[config.mk]
export PLATFORM = sky130hd
export DESIGN_NAME = rd_data_capture
export DESIGN_NICKNAME = d
export VERILOG_FILES = /design/src/rtl/ddr_pkg.sv /design/src/rtl/rd_lat_fifo.sv /design/src/rtl/rd_data_capture.sv
export SDC_FILE = /design/constraint.sdc
export NUM_CORES = 1
export LEC_CHECK = 0
export ABC_AREA = 1
export CORE_UTILIZATION = 55
export DETAILED_ROUTE_END_ITERATION = 16
export PLACE_DENSITY = 0.8
export SLEW_MARGIN = 20
export SYNTH_ARGS = -nofsm -noshare
export SYNTH_HDL_FRONTEND = slang
export SYNTH_SLANG_ARGS = --single-unit
export TNS_END_PERCENT = 30
[constraint.sdc]
create_clock -name CK_t -period 3.16 [get_ports CK_t]
set_clock_uncertainty 0.2 [all_clocks]
set_input_delay 0.316 -clock CK_t [delete_from_list [all_inputs] [get_ports CK_t]]
set_output_delay 0.316 -clock CK_t [all_outputs]
set_load 0.02 [all_outputs]
[src/rtl/ddr_pkg.sv]
// ddr_pkg: shared types and constants for the controller read-return path
package ddr_pkg;
    localparam int TS_W      = 8;
    localparam int BL8_PAIRS = 4;
    localparam int BC4_PAIRS = 2;
    typedef struct packed {
        logic [TS_W-1:0] due;
        logic            bl8;
    } rd_q_entry_t;
    typedef enum logic {IDLE, CAP} rd_cap_state_e;
endpackage

[src/rtl/rd_lat_fifo.sv]
// rd_lat_fifo: circular queue of in-flight reads awaiting their due timestamp
module rd_lat_fifo import ddr_pkg::*; #(
    parameter int DEPTH = 4
) (
    input  logic                     CK_t,
    input  logic                     reset_n,
    input  logic                     push,
    input  rd_q_entry_t              din,
    input  logic                     pop,
    output rd_q_entry_t              head,
    output logic                     full,
    output logic                     empty,
    output logic [$clog2(DEPTH):0]   count
);
    localparam int AW = $clog2(DEPTH);
    rd_q_entry_t r_mem [DEPTH];
    logic [AW:0] r_wp, r_rp;
    always_ff @(posedge CK_t or negedge reset_n)
        if (!reset_n) begin
            r_wp <= '0;
            r_rp <= '0;
        end else begin
            if (push) r_wp <= r_wp + 1'b1;
            if (pop) r_rp <= r_rp + 1'b1;
        end
    always_ff @(posedge CK_t)
        if (push) r_mem[r_wp[AW-1:0]] <= din;
    assign head  = r_mem[r_rp[AW-1:0]];
    assign empty = r_wp == r_rp;
    assign full  = (r_wp[AW] != r_rp[AW]) && (r_wp[AW-1:0] == r_rp[AW-1:0]);
    assign count = r_wp - r_rp;
endmodule

[src/rtl/rd_data_capture.sv]
// rd_data_capture: tracks READs through RL, captures DQ beat pairs, delivers one burst word per read.
// Optional RD_DBI_EN: beats with dbi_n low are stored inverted.
module rd_data_capture import ddr_pkg::*; #(
    parameter int RD_Q_DEPTH = 4
) (
    input  logic        CK_t,
    input  logic        reset_n,
    input  logic        rd_cmd,
    input  logic        rd_bl8,
    input  logic [5:0]  rl,
    input  logic [7:0]  dq_rise,
    input  logic [7:0]  dq_fall,
    input  logic        dbi_n_rise,
    input  logic        dbi_n_fall,
    output logic        rd_valid,
    output logic [63:0] rd_data,
    output logic        rd_data_bl8,
    output logic        busy,
    output logic        ovf_err,
    output logic        col_err
);
    localparam int AW = $clog2(RD_Q_DEPTH);
    rd_cap_state_e   r_state, w_state_nxt;
    logic [TS_W-1:0] r_ts;
    logic [1:0]      r_cnt;
    logic            r_bl8, r_valid, r_data_bl8, r_ovf, r_col;
    logic [63:0]     r_asm, r_data;
    logic [7:0]      w_rise, w_fall;
    logic [15:0]     w_pair;
    logic [63:0]     w_shift;
    rd_q_entry_t     w_head, w_entry;
    logic            w_q_full, w_empty, w_full, w_hit, w_push, w_start, w_last;
    logic [AW:0]     w_count;
`ifdef RD_DBI_EN
    assign w_rise = dbi_n_rise ? dq_rise : ~dq_rise;
    assign w_fall = dbi_n_fall ? dq_fall : ~dq_fall;
`else
    logic w_unused_dbi;
    assign w_unused_dbi = dbi_n_rise ^ dbi_n_fall;
    assign w_rise = dq_rise;
    assign w_fall = dq_fall;
`endif
    assign w_pair  = {w_fall, w_rise};
    assign w_shift = {w_pair, r_asm[63:16]};
    assign w_entry = '{due: r_ts + {{(TS_W-6){1'b0}}, rl}, bl8: rd_bl8};
    // Head leaves the FIFO when it falls due; the burst being captured still holds a slot.
    assign w_hit   = !w_empty && w_head.due == r_ts;
    assign w_full  = w_q_full || (r_state == CAP && w_count == (AW+1)'(RD_Q_DEPTH - 1));
    assign w_push  = rd_cmd && !w_full;
    assign w_start = r_state == IDLE && w_hit;
    assign w_last  = r_state == CAP && r_cnt == 2'd1;
    rd_lat_fifo #(.DEPTH(RD_Q_DEPTH)) u_fifo (
        .CK_t    (CK_t),
        .reset_n (reset_n),
        .push    (w_push),
        .din     (w_entry),
        .pop     (w_hit),
        .head    (w_head),
        .full    (w_q_full),
        .empty   (w_empty),
        .count   (w_count)
    );
    always_ff @(posedge CK_t or negedge reset_n)
        if (!reset_n) r_state <= IDLE;
        else r_state <= w_state_nxt;
    always_comb begin
        w_state_nxt = w_start ? CAP : w_last ? IDLE : r_state;
    end
    always_ff @(posedge CK_t or negedge reset_n)
        if (!reset_n) begin
            r_ts       <= '0;
            r_cnt      <= '0;
            r_bl8      <= 1'b0;
            r_asm      <= '0;
            r_valid    <= 1'b0;
            r_data     <= '0;
            r_data_bl8 <= 1'b0;
            r_ovf      <= 1'b0;
            r_col      <= 1'b0;
        end else begin
            r_ts    <= r_ts + 1'b1;
            r_valid <= w_last;
            r_ovf   <= r_ovf | (rd_cmd & w_full);
            r_col   <= r_col | (r_state == CAP && w_hit);
            // Pairs shift in from the top so beat 0 lands in [7:0] once the burst is complete.
            if (w_start) begin
                r_asm <= {w_pair, 48'h0};
                r_cnt <= w_head.bl8 ? 2'(BL8_PAIRS - 1) : 2'(BC4_PAIRS - 1);
                r_bl8 <= w_head.bl8;
            end else if (r_state == CAP) begin
                r_asm <= w_shift;
                r_cnt <= r_cnt - 1'b1;
            end
            if (w_last) begin
                r_data     <= r_bl8 ? w_shift : {32'h0, w_shift[63:32]};
                r_data_bl8 <= r_bl8;
            end
        end
    assign rd_valid    = r_valid;
    assign rd_data     = r_data;
    assign rd_data_bl8 = r_data_bl8;
    assign busy        = !w_empty || r_state != IDLE;
    assign ovf_err     = r_ovf;
    assign col_err     = r_col;
endmodule
==> results.toml <==
[cts]
cts_tree = "done"
cts_buffers = 17
cts_setup_buffers = 0
hold_buffers = 1
cts_root_buf = "clkbuf_16"
cts_sinks = 170
post_cts_resize_count = 0
htree_levels = 4
clockBufferDepth = 2
clk_latency_ns = 0.43
path_clk_slew_ns = 0.06

[timing]
drv_slew = 0
rsz0062_at_grt = "no"
fmax_ghz = 0.346
worstMarginPinSlew_ns = 0.900
finalSetupTns_ns = 0
fin_ws_ns = 0.271
holdWs_ns = 0.272
maxSlewHeadroom = 0.398
setup_violations = 0
hold_violations = 0
timing.final.crit_period_ns = 2.89
finalCritPeriodShare = 0.914

[routing]
viasPerCell = 5.48
wl_per_cell_microns = 16.0
wl_microns = 16100
dr.pass1.iters = 5
drt_iter0_drc = 520
antenna_left = 0
drc = 0
num_vias = 5513

[synth]
synth_warnings = 0
async_flop_share = 0.788
synth_fp_nets = 775
yosys.area.top_type = "dfrtp_1"
synth.distinct_cells = 34
yosys.cell_count.top_type = "nand2_1"
synthCells = 730
synth_edf_count = 36
syn_area_sq_mm = 0.00719
netlist_top_cells_area = "dfrtp_1 (47%), edfxtp_1 (15%), nand2_1 (9.5%)"
synth_top_area_frac = 0.466
synth_top_flop_cell = "dfrtp_1"
synth_seq_area_share = 0.617
synthTopCellsByCount = "nand2_1 (181), dfrtp_1 (134), a21oi_1 (71), o21ai_0 (61), inv_1 (55)"
avgSynthCellArea_sq_um = 9.85
yosys_register_bits = 170

[worst_setup_path]
path_max_fanout = 10
endpoint_kind = "register"
required_ns = 3.01
cp.arrival_ns = 2.74
critPathLaunchType = "register"
crit_type = "register to register"
reg2reg_depth = 9

[grt]
grt_pass1_wl_microns = 26400
antenna_found_initial = 0
grt_pass1_vias = 5507
track_usage = 0.258
grt_max_degree = 82
overflow = 0

[finish]
final_layout_size_suffix_gt1_frac = 0.0635
final_core_util = 0.697
synthToLayoutAreaGrowth_pct = 22.8
fin_area_sq_mm = 0.00883
nets = 866
instances_no_fill = 1006
antenna_cells = 0

[status]
outcome = "complete, no violations"

[placed_design]
dpl_cell_area_sq_mm = 0.00826
routabilityCongestion = 0.762
hpwl_microns = 10500
dpl_worst_slack_ns = 0.264
port_buffers = 94
placed_cells = 973

[power]
leakage_nw = 3.85
vdd_drop_max_v = 0.000503
finalPower_mw = 8.51
p_per_area_mw_per_mm2 = 964

[die]
dieArea_sq_mm = 0.0135
row_count = 41
dieHeight_microns = 116
initial_core_util = 0.567
ios = 97
die_w_microns = 116
core_sq_mm = 0.0127

[job]
max-cap-violations = 0

[hold_path]
hp-class = "register to register"
min_path_cells = 1
registers in the layout, indices dropped and copies added (netlist names):
register / flops
r_cnt: 2
r_ts: 8
u_fifo.r_mem: 36
rd_valid: 1
rd_data: 64
r_asm: 48
col_err: 1
u_fifo.r_wp: 3
u_fifo.r_rp: 3
r_state: 1
r_bl8: 1
ovf_err: 1
rd_data_bl8: 1
worst max-delay path, cell delays in order, from the launching register on:
cell and delay, ns:
dfrtp_1 0.40, inv_1 0.16, ha_1 0.18, inv_1 0.05, fa_1 0.43, nand3_1 0.09, o21ai_0 0.11, inv_1 0.07
nand2_1 0.11, nor2_1 0.71
per-layer routing:
| layer | track usage | up-vias | part of all wire |
|---|---|---|---|
| li1 | - | 2581 | - |
| met1 | 0.321 | 2704 | 0.40 |
| met2 | 0.441 | 199 | 0.51 |
| met3 | 0.0493 | 29 | 0.061 |
| met4 | 0.118 | 0 | 0.022 |
| met5 | 0 | - | 0 |
layout make-up:
class	instances	area (sq um)
fillers	923	3840
well taps	172	215
flip-flops and latches	170	4430
clock buffers	18	429
clock inverters	14	130
inverters	59	226
multi-input cells	465	2330
repair buffers	108	1060
where the power goes:
part	internal [mW]	switching (mW)	total, mW	leakage [nW]
Sequential	2.99	0.403	3.40	1.97
Combinational	1.20	1.94	3.15	1.62
Clock	1.15	0.821	1.97	0.258
Total	5.34	3.17	8.51	3.85
cells by family (layout without fill, tap and decap cells):
kind of cell               Yosys count  in the layout  share of synthesized area
adders and majority gates           17             17                     0.0317
and+or+nand+nor                    268            268                      0.153
DFF                                170            170                      0.617
AOI/OAI and AO/OA                  161            161                      0.117
buffers and inverters               95            199                     0.0588
xor gates and xnor gates            19             19                     0.0231
layout by cell type (no fill, tap or decap), types with 7 or more instances in the layout:
cell             synthesis  final
buf_4                    4     13
o21ai_0                 61     61
edfxtp_1                36     36
clkdlybuf4s50_1          0     93
nand2_1                181    180
o22ai_1                 17     17
ha_1                    15     15
clkbuf_16                0     17
inv_1                   55     55
xor2_1                  16     16
o21ai_1                  7      7
nor2_1                  48     48
dfrtp_1                134    134
nand3_1                 28     28
a21oi_1                 71     71
final timing paths:
kind	startpoint	to	slack (ns)
max	u_fifo.r_wp[0]	u_fifo.r_mem[3][2]	0.27
min	ovf_err	ovf_err	0.27
max reg2reg	u_fifo.r_wp[0]	u_fifo.r_mem[3][2]	0.27
min reg2reg	ovf_err	ovf_err	0.27
max in group asynchronous	reset_n	rd_data[33]	1.60
min in group asynchronous	reset_n	rd_data[45]	0.30
Note: power is estimated with default switching activity, not from simulation.
